[src/rtl/beta_io_pkg.sv]
// Shared definitions for the beta2 memory-side I/O bridge: I/O page tag,
// register offsets and bit positions within STATUS/CTRL/ACK.
package beta_io_pkg;

  localparam logic [2:0] IO_PAGE = 3'b111;

  typedef enum logic [2:0] {
    REG_PT_DATA = 3'd0,
    REG_STATUS  = 3'd1,
    REG_RELOAD  = 3'd2,
    REG_TCOUNT  = 3'd3,
    REG_CTRL    = 3'd4,
    REG_ACK     = 3'd5
  } io_reg_e;

  localparam int unsigned ST_FULL      = 0;
  localparam int unsigned ST_LOWATER   = 1;
  localparam int unsigned ST_PEND      = 2;
  localparam int unsigned ST_OVF       = 3;

  localparam int unsigned CTRL_TIMER_EN  = 0;
  localparam int unsigned CTRL_TIMER_IRQ = 1;
  localparam int unsigned CTRL_LOW_IRQ   = 2;

  localparam int unsigned ACK_PEND = 0;
  localparam int unsigned ACK_OVF  = 1;

  // Supervisor bit (31) is not part of the decode.
  function automatic logic io_page_hit(input logic [31:0] ma);
    return ma[30:28] == IO_PAGE;
  endfunction

endpackage

[src/rtl/beta_io_bridge_if.sv]
// beta2 synchronous memory port: address/write data/write enable from the CPU,
// read data back one cycle later.
interface beta_io_bridge_if;
  logic [31:0] ma;
  logic [31:0] cpu_wd;
  logic        mwe;
  logic [31:0] cpu_rd;

  modport master (output ma, output cpu_wd, output mwe, input cpu_rd);
  modport slave  (input ma, input cpu_wd, input mwe, output cpu_rd);
endinterface

[src/rtl/beta_io_bridge_point_fifo.sv]
// Point FIFO between software writes and the galvo/DAC stage. A push while
// full is still accepted when a pop happens in the same cycle.
module point_fifo #(
  parameter int unsigned DEPTH = 16,
  parameter int unsigned WIDTH = 32
) (
  input  logic                     clk,
  input  logic                     rst_n,
  input  logic                     push,
  input  logic [WIDTH-1:0]         push_data,
  input  logic                     pop,
  output logic [WIDTH-1:0]         head,
  output logic                     full,
  output logic                     empty,
  output logic [$clog2(DEPTH):0]   count,
  output logic                     dropped
);
  localparam int unsigned PW = $clog2(DEPTH);
  localparam int unsigned CW = PW + 1;

  logic [PW-1:0]    wr_ptr_q, wr_ptr_d, rd_ptr_q, rd_ptr_d;
  logic [CW-1:0]    count_q, count_d;
  logic [WIDTH-1:0] mem_q [DEPTH];
  logic             do_push, do_pop;

  // Accept/drop decision and pointer/count update
  always_comb begin
    full     = count_q == CW'(DEPTH);
    empty    = count_q == '0;
    do_pop   = pop & ~empty;
    do_push  = push & (~full | do_pop);
    dropped  = push & ~do_push;
    wr_ptr_d = do_push ? wr_ptr_q + PW'(1) : wr_ptr_q;
    rd_ptr_d = do_pop  ? rd_ptr_q + PW'(1) : rd_ptr_q;
    count_d  = count_q + CW'(do_push) - CW'(do_pop);
    count    = count_q;
    head     = mem_q[rd_ptr_q];
  end

  // Pointer and occupancy registers
  always_ff @(posedge clk or negedge rst_n) begin
    if (!rst_n) begin
      wr_ptr_q <= '0;
      rd_ptr_q <= '0;
      count_q  <= '0;
    end else begin
      wr_ptr_q <= wr_ptr_d;
      rd_ptr_q <= rd_ptr_d;
      count_q  <= count_d;
    end
  end

  // Storage array, no reset so it maps to distributed RAM
  always_ff @(posedge clk) begin
    if (do_push) mem_q[wr_ptr_q] <= push_data;
  end
endmodule

[src/rtl/beta_io_bridge.sv]
// beta2 memory-side bridge: RAM pass-through, I/O page register file,
// point FIFO, interval timer and irq generation.
module beta_io_bridge
  import beta_io_pkg::*;
#(
  parameter int unsigned RAM_AW     = 12,
  parameter int unsigned FIFO_DEPTH = 16,
  parameter int unsigned LOWATER    = 4,
  parameter logic [30:0] IRQ_VEC    = 31'h8
) (
  input  logic              clk,
  input  logic              reset_n,
  beta_io_bridge_if.slave   cpu,
  output logic [RAM_AW-1:0] ram_addr,
  output logic              ram_we,
  output logic [31:0]       ram_wd,
  input  logic [31:0]       ram_rd,
  output logic              irq,
  output logic [30:0]       xadr,
  output logic              pt_valid,
  output logic [31:0]       pt_data,
  input  logic              pt_ready
);
  localparam int unsigned CW = $clog2(FIFO_DEPTH) + 1;

  logic          io_sel, wr_io, push, pop, lowater, expire;
  logic          reload_wr, ctrl_wr, ack_wr;
  logic [2:0]    offset;
  logic          fifo_full, fifo_empty, fifo_dropped;
  logic [CW-1:0] fifo_count;

  logic        io_sel_q, io_sel_d;
  logic [31:0] io_rd_q, io_rd_d;
  logic [31:0] reload_q, reload_d;
  logic [31:0] tcount_q, tcount_d;
  logic [2:0]  ctrl_q, ctrl_d;
  logic        pend_q, pend_d;
  logic        ovf_q, ovf_d;
  logic        irq_q, irq_d;
  logic        unused_ma;

  assign unused_ma = ^cpu.ma;

  point_fifo #(.DEPTH(FIFO_DEPTH), .WIDTH(32)) u_fifo (
    .clk       (clk),
    .rst_n     (reset_n),
    .push      (push),
    .push_data (cpu.cpu_wd),
    .pop       (pop),
    .head      (pt_data),
    .full      (fifo_full),
    .empty     (fifo_empty),
    .count     (fifo_count),
    .dropped   (fifo_dropped)
  );

  // Decode, register writes, timer, irq cause and read-data selection
  always_comb begin
    io_sel    = io_page_hit(cpu.ma);
    offset    = cpu.ma[4:2];
    wr_io     = io_sel & cpu.mwe;
    push      = wr_io & (offset == REG_PT_DATA);
    reload_wr = wr_io & (offset == REG_RELOAD);
    ctrl_wr   = wr_io & (offset == REG_CTRL);
    ack_wr    = wr_io & (offset == REG_ACK);
    pop       = ~fifo_empty & pt_ready;
    lowater   = 32'(fifo_count) < LOWATER;

    ram_addr = cpu.ma[RAM_AW+1:2];
    ram_we   = cpu.mwe & ~io_sel;
    ram_wd   = cpu.cpu_wd;

    reload_d = reload_wr ? cpu.cpu_wd : reload_q;
    ctrl_d   = ctrl_wr ? cpu.cpu_wd[2:0] : ctrl_q;

    expire   = ctrl_q[CTRL_TIMER_EN] & (tcount_q == '0);
    tcount_d = tcount_q;
    if (reload_wr)                   tcount_d = cpu.cpu_wd;
    else if (ctrl_q[CTRL_TIMER_EN])  tcount_d = expire ? reload_q : tcount_q - 32'd1;

    // Setting a flag takes priority over acknowledging it in the same cycle.
    pend_d = expire | (pend_q & ~(ack_wr & cpu.cpu_wd[ACK_PEND]));
    ovf_d  = fifo_dropped | (ovf_q & ~(ack_wr & cpu.cpu_wd[ACK_OVF]));
    irq_d  = (pend_q & ctrl_q[CTRL_TIMER_IRQ]) | (lowater & ctrl_q[CTRL_LOW_IRQ]);

    io_sel_d = io_sel;
    io_rd_d  = '0;
    case (offset)
      REG_STATUS: begin
        io_rd_d[ST_FULL]    = fifo_full;
        io_rd_d[ST_LOWATER] = lowater;
        io_rd_d[ST_PEND]    = pend_q;
        io_rd_d[ST_OVF]     = ovf_q;
        io_rd_d[15:8]       = 8'(fifo_count);
      end
      REG_RELOAD: io_rd_d = reload_q;
      REG_TCOUNT: io_rd_d = tcount_q;
      REG_CTRL:   io_rd_d = {29'b0, ctrl_q};
      default:    io_rd_d = '0;
    endcase
  end

  // Register file, timer, flags, irq and read pipeline
  always_ff @(posedge clk or negedge reset_n) begin
    if (!reset_n) begin
      // io_sel_q resets high so cpu_rd shows the cleared io_rd_q rather
      // than whatever the BRAM is presenting.
      io_sel_q <= 1'b1;
      io_rd_q  <= '0;
      reload_q <= '0;
      tcount_q <= '0;
      ctrl_q   <= '0;
      pend_q   <= 1'b0;
      ovf_q    <= 1'b0;
      irq_q    <= 1'b0;
    end else begin
      io_sel_q <= io_sel_d;
      io_rd_q  <= io_rd_d;
      reload_q <= reload_d;
      tcount_q <= tcount_d;
      ctrl_q   <= ctrl_d;
      pend_q   <= pend_d;
      ovf_q    <= ovf_d;
      irq_q    <= irq_d;
    end
  end

  assign cpu.cpu_rd = io_sel_q ? io_rd_q : ram_rd;
  assign irq        = irq_q;
  assign xadr       = IRQ_VEC;
  assign pt_valid   = ~fifo_empty;
endmodule

[src/flat_wrapper.sv]
// flat-port wrapper written by rule: the top's interface ports become plain ports
module beta_io_bridge_flat import beta_io_pkg::*;
#(
  parameter int unsigned RAM_AW     = 12,
  parameter int unsigned FIFO_DEPTH = 16,
  parameter int unsigned LOWATER    = 4,
  parameter logic [30:0] IRQ_VEC    = 31'h8
)
  (clk, reset_n, ram_addr, ram_we, ram_wd, ram_rd, irq, xadr, pt_valid, pt_data, pt_ready, cpu_ma, cpu_cpu_wd, cpu_mwe, cpu_cpu_rd);
  beta_io_bridge_if cpu_i ();
  input  logic clk;
  input  logic reset_n;
  output logic [RAM_AW-1:0] ram_addr;
  output logic ram_we;
  output logic [31:0] ram_wd;
  input  logic [31:0] ram_rd;
  output logic irq;
  output logic [30:0] xadr;
  output logic pt_valid;
  output logic [31:0] pt_data;
  input  logic pt_ready;
  input wire logic [$bits(cpu_i.ma)-1:0] cpu_ma;
  input wire logic [$bits(cpu_i.cpu_wd)-1:0] cpu_cpu_wd;
  input wire logic [$bits(cpu_i.mwe)-1:0] cpu_mwe;
  output wire logic [$bits(cpu_i.cpu_rd)-1:0] cpu_cpu_rd;
  assign cpu_i.ma = cpu_ma;
  assign cpu_i.cpu_wd = cpu_cpu_wd;
  assign cpu_i.mwe = cpu_mwe;
  assign cpu_cpu_rd = cpu_i.cpu_rd;
  beta_io_bridge #(.RAM_AW(RAM_AW), .FIFO_DEPTH(FIFO_DEPTH), .LOWATER(LOWATER), .IRQ_VEC(IRQ_VEC)) u_core (.clk(clk), .reset_n(reset_n), .cpu(cpu_i), .ram_addr(ram_addr), .ram_we(ram_we), .ram_wd(ram_wd), .ram_rd(ram_rd), .irq(irq), .xadr(xadr), .pt_valid(pt_valid), .pt_data(pt_data), .pt_ready(pt_ready));
endmodule
[config.mk]
export PLATFORM = sky130hd
export DESIGN_NAME = beta_io_bridge_flat
export DESIGN_NICKNAME = d
export VERILOG_FILES = /design/src/rtl/beta_io_pkg.sv /design/src/rtl/beta_io_bridge_if.sv /design/src/rtl/beta_io_bridge_point_fifo.sv /design/src/rtl/beta_io_bridge.sv /design/src/flat_wrapper.sv
export SDC_FILE = /design/constraint.sdc
export NUM_CORES = 1
export LEC_CHECK = 0
export BUFFER_PORTS_ARGS = -buffer_cell sky130_fd_sc_hd__buf_2
export CORE_AREA = 5 5 262 264
export DETAILED_ROUTE_END_ITERATION = 8
export DIE_AREA = 0 0 267 269
export GPL_ROUTABILITY_DRIVEN = 0
export SYNTH_ARGS = -nofsm -noshare
export SYNTH_HDL_FRONTEND = slang
export SYNTH_SLANG_ARGS = --single-unit
[constraint.sdc]
create_clock -name clk -period 4.95 [get_ports clk]
set_input_delay 0.99 -clock clk [delete_from_list [all_inputs] [get_ports clk]]
set_output_delay 0.99 -clock clk [all_outputs]
set_load 0.005 [all_outputs]
==> Flow_metrics.wiki <==
{| class="wikitable"
! Metric !! Value
|-
| Run status || finished clean
|-
| Vias after detailed routing || 13,678
|-
| Starting utilization of the core area || roughly two fifths
|-
| Power density normalized to cell area || 476 nW/um2
|-
| Count of final setup violators || 0
|-
| Main combinational cell family by area after synthesis || multiplexers
|-
| Core footprint || 66,300 um2
|-
| Seq. cell area || 18,300 um2
|-
| Aggregate routed wire length || 61.0 mm
|-
| RSZ-0062 raised after global routing || false
|-
| Antenna violations before repair || 0
|-
| Final #Nets || 1,735
|-
| Clock latency at the later pin of the worst-skew pair || 0.63 ns
|-
| Largest net degree at the start of global routing || 132
|-
| Max-capacitance violation count || 0
|-
| R2R Path Start || u_core.tcount_q[14]
|-
| Fraction of the mapped netlist area in adder cells || 0.700%
|-
| Antenna diode count || 0
|-
| Cell depth of the worst flop-to-flop path || 7
|-
| Clock tree skew after final layout || 0.0275 ns
|-
| Grt total ovfl || 0
|-
| Critical setup path kind || flop to primary output
|-
| Worst vdd ir || between 0.0003 and 0.0004 V
|-
| Pins over their slew limit || 0
|-
| Placed wire-length estimate || 37.2 mm
|-
| Number of flops mapped to enable cells by yosys || 512
|-
| TritonCTS clock tree || yes
|-
| Clock-pin slew of the registers on the worst-case setup and hold paths || 0.06 ns
|-
| CP Capture Point || pt_data[16]
|-
| Number of remaining DRC errors || 0
|-
| 1st-iter DRT viols || 1,151
|-
| Final-layout setup total negative slack || 0 ns
|-
| Critical path endpoint category || primary output
|-
| Final count of hold timing violations || 0
|-
| Total power consumption of the routed design || 14.1 mW
|-
| Simple-gate share of the synthesized area || 5.10%
|-
| Leakage dissipation || 10.3 nW
|-
| Count of hold-fix buffers inserted at cts || 0
|-
| Total clock sinks || 628
|-
| Crit path launch || u_core.u_fifo.rd_ptr_q[0]
|-
| I/O pins || 242
|-
| Synth async-reset ratio || 18.5%
|-
| Post-DR vias/cell || 5.38
|-
| Number of post-CTS setup repair buffers || 0
|-
| Filler cell count || 5,797
|-
| Library cell with the largest summed area after synthesis || sky130_fd_sc_hd__edfxtp_1
|-
| Die height || 269 um
|-
| Multi-input logic area || slightly above 7000 um2
|-
| Critical Path RT || 3.96 ns
|-
| Full die area || 71,800 um2
|-
| Minimum clock period after layout || around 4 ns
|-
| R2r setup slk || 1.73 ns
|-
| Wire length of the first global-routing pass || 91.5 mm
|-
| Number of cells upsized or downsized after cts || 0
|-
| Maximum frequency from static timing analysis || ~250 MHz
|-
| Fraction of the cycle the final worst path needs || 81.1%
|-
| Unique masters post-synth || 68
|-
| Area share of the largest cell type after synthesis || 59.0%
|-
| CP max FO || 81
|-
| Root Buffer || sky130_fd_sc_hd__clkbuf_16
|-
| Yosys warns || 0
|-
| Area growth from synthesis to final layout || 13.4%
|-
| Combined area of all synthesized cells || about 26,000 um2
|-
| Number of buffers inserted during clock tree synthesis || 60
|-
| Startpoint class of the critical path || flop
|-
| Post-DRT Antenna Nets || 0
|-
| Sequential element share of the synthesized area || ~70%
|-
| Top_reg_cell synth || sky130_fd_sc_hd__edfxtp_1
|-
| Die Width || 267 um
|-
| Worst-Margin Slew || roughly 1.1 ns
|-
| Data arrival, critical path || 3.02 ns
|-
| Vias in the first global route || roughly 14,000
|-
| Share of layout cells above drive strength 1 || a little under a third
|-
| Buffer levels on the longest clock path || 3
|-
| Dominant cells by area after synthesis || sky130_fd_sc_hd__edfxtp_1 59%, sky130_fd_sc_hd__mux4_2 14%, sky130_fd_sc_hd__dfrtp_1 11%
|-
| Global-route usage over all layers || 16.8%
|-
| Post-synthesis register bit count || about 630
|-
| Number of iterations in the first detailed-routing pass || 5
|-
| Synthesized-area fraction occupied by ao, oa, aoi and oai cells || between 3 and 4%
|-
| Number of core rows || 95
|-
| Final routed wire length divided by cell count || 24.0 um
|-
| Classification of the worst-slack hold path || primary input to async pin
|-
| Endpoint of the worst-slack reg-to-reg timing path || u_core.tcount_q[26]
|-
| Htree depth || 2
|-
| Number of instances in the synthesized netlist || 1,471
|-
| Port bufs || between 150 and 200
|-
| Fraction of synthesized area in multiplexers || 15.7%
|-
| Mean cell area of the mapped netlist || 17.7 um2
|-
| Worst rel slew slack || 23.8%
|-
| XOR/XNOR Fraction of Synth Area || 0.907%
|}
placed cells by master, fill, tap and decap left out, types with 21 or more instances in the layout:
master	instances
sky130_fd_sc_hd__clkbuf_16	60
sky130_fd_sc_hd__a22o_1	26
sky130_fd_sc_hd__a21oi_1	21
sky130_fd_sc_hd__o21ai_0	29
sky130_fd_sc_hd__buf_4	29
sky130_fd_sc_hd__nand2_1	135
sky130_fd_sc_hd__conb_1	31
sky130_fd_sc_hd__mux4_2	160
sky130_fd_sc_hd__dfrtp_1	111
sky130_fd_sc_hd__mux2_2	41
sky130_fd_sc_hd__nor2_1	46
sky130_fd_sc_hd__edfxtp_1	512
sky130_fd_sc_hd__buf_2	174
critical path, stage by stage (launching register included):
cell and delay [ns]:
sky130_fd_sc_hd__dfrtp_4 0.49, sky130_fd_sc_hd__buf_12 0.52, sky130_fd_sc_hd__mux4_2 0.63, sky130_fd_sc_hd__mux4_2 0.49, sky130_fd_sc_hd__buf_2 0.15
cells in the mapped netlist (4+ instances only):
| cell | n |
|---|---|
| sky130_fd_sc_hd__o22a_1 | 4 |
| sky130_fd_sc_hd__edfxtp_1 | 512 |
| sky130_fd_sc_hd__o21ai_0 | 29 |
| sky130_fd_sc_hd__clkbuf_1 | 50 |
| sky130_fd_sc_hd__nand3_1 | 11 |
| sky130_fd_sc_hd__a22oi_1 | 13 |
| sky130_fd_sc_hd__and3_1 | 5 |
| sky130_fd_sc_hd__and2_1 | 4 |
| sky130_fd_sc_hd__nand2b_1 | 4 |
| sky130_fd_sc_hd__or4_1 | 7 |
| sky130_fd_sc_hd__nor4_1 | 7 |
| sky130_fd_sc_hd__a211oi_1 | 5 |
| sky130_fd_sc_hd__mux4_2 | 160 |
| sky130_fd_sc_hd__mux2_2 | 41 |
| sky130_fd_sc_hd__inv_1 | 14 |
| sky130_fd_sc_hd__nand2_1 | 135 |
| sky130_fd_sc_hd__dfrtp_1 | 115 |
| sky130_fd_sc_hd__nor2_1 | 58 |
| sky130_fd_sc_hd__o31ai_1 | 5 |
| sky130_fd_sc_hd__xnor2_1 | 19 |
| sky130_fd_sc_hd__o211ai_1 | 5 |
| sky130_fd_sc_hd__a31oi_1 | 6 |
| sky130_fd_sc_hd__o22ai_1 | 7 |
| sky130_fd_sc_hd__buf_1 | 19 |
| sky130_fd_sc_hd__buf_4 | 79 |
| sky130_fd_sc_hd__nor3_1 | 21 |
| sky130_fd_sc_hd__xor2_1 | 8 |
| sky130_fd_sc_hd__nor2b_1 | 5 |
| sky130_fd_sc_hd__nand4_1 | 9 |
| sky130_fd_sc_hd__a22o_1 | 26 |
| sky130_fd_sc_hd__a21oi_1 | 21 |
| sky130_fd_sc_hd__ha_1 | 13 |
stage by stage:
step / util [%] / std cells / worst slack [ns] / hold WS, ns / cell area (um2)
after CTS: 44.6 / 2542 / 0.852 / 0.480 / 29600
after global routing: 44.6 / 2542 / 0.772 / 0.525 / 29600
after global placement: 41.9 / 2432 / 0.970 / 0.484 / 27800
after detailed placement: 41.9 / 2432 / 0.903 / 0.489 / 27800
after floorplan: - / 1500 / 0.0281 / 0.459 / 26200
final: 44.6 / 2542 / 0.937 / 0.493 / 29600
power breakdown:
group / total (mW) / internal (mW) / switching, mW
Sequential: 6.28 / 5.92 / 0.358
Clock: 4.21 / 2.28 / 1.93
Combinational: 3.59 / 1.88 / 1.71
cell families after synthesis:
kind of cell / Yosys count
muxes: 204
adders and majority gates: 14
DFF: 628
xor gates and xnor gates: 27
other: 2
and+or+nand+nor: 286
buffers and inverters: 169
AOI/OAI and AO/OA: 141
worst min-delay path by stage:
stage                                      to  slack [ns]
after floorplan           u_core.reload_q[11]        0.46
after global placement           u_core.ovf_q        0.48
after detailed placement  u_core.reload_q[27]        0.49
after CTS                 u_core.reload_q[22]        0.48
after global routing      u_core.reload_q[27]        0.53
final                     u_core.reload_q[22]        0.49
registers in the layout, summed over array words and instances (netlist names):
signal	flops
u_core.tcount_q	32
u_core.irq	1
u_core.u_fifo.rd_ptr_q	4
u_core.u_fifo.count	5
u_core.ovf_q	1
u_core.io_sel_q	1
u_core.reload_q	32
u_core.io_rd_q	32
u_core.u_fifo.mem_q	512
u_core.u_fifo.wr_ptr_q	4
u_core.ctrl_q	3
u_core.pend_q	1
metal layers:
layer / wire length (um) / GRT usage, % / vias up
li1: - / - / 6002
met1: 26300 / 23.9 / 7188
met2: 30300 / 27.9 / 409
met3: 3260 / 2.45 / 79
met4: 1120 / 4.03 / 0
met5: 0 / 0 / -
cell type report:
class                      instances  area share [%]
tap                              873            3.69
multi-input combinational        703            23.9
sequential                       628            61.8
clock buffer                      72            5.23
inverter                          14           0.178
timing repair buffer             214            4.42
clock inverter                    38           0.804
No activity file was read; power rests on OpenSTA's default activity.
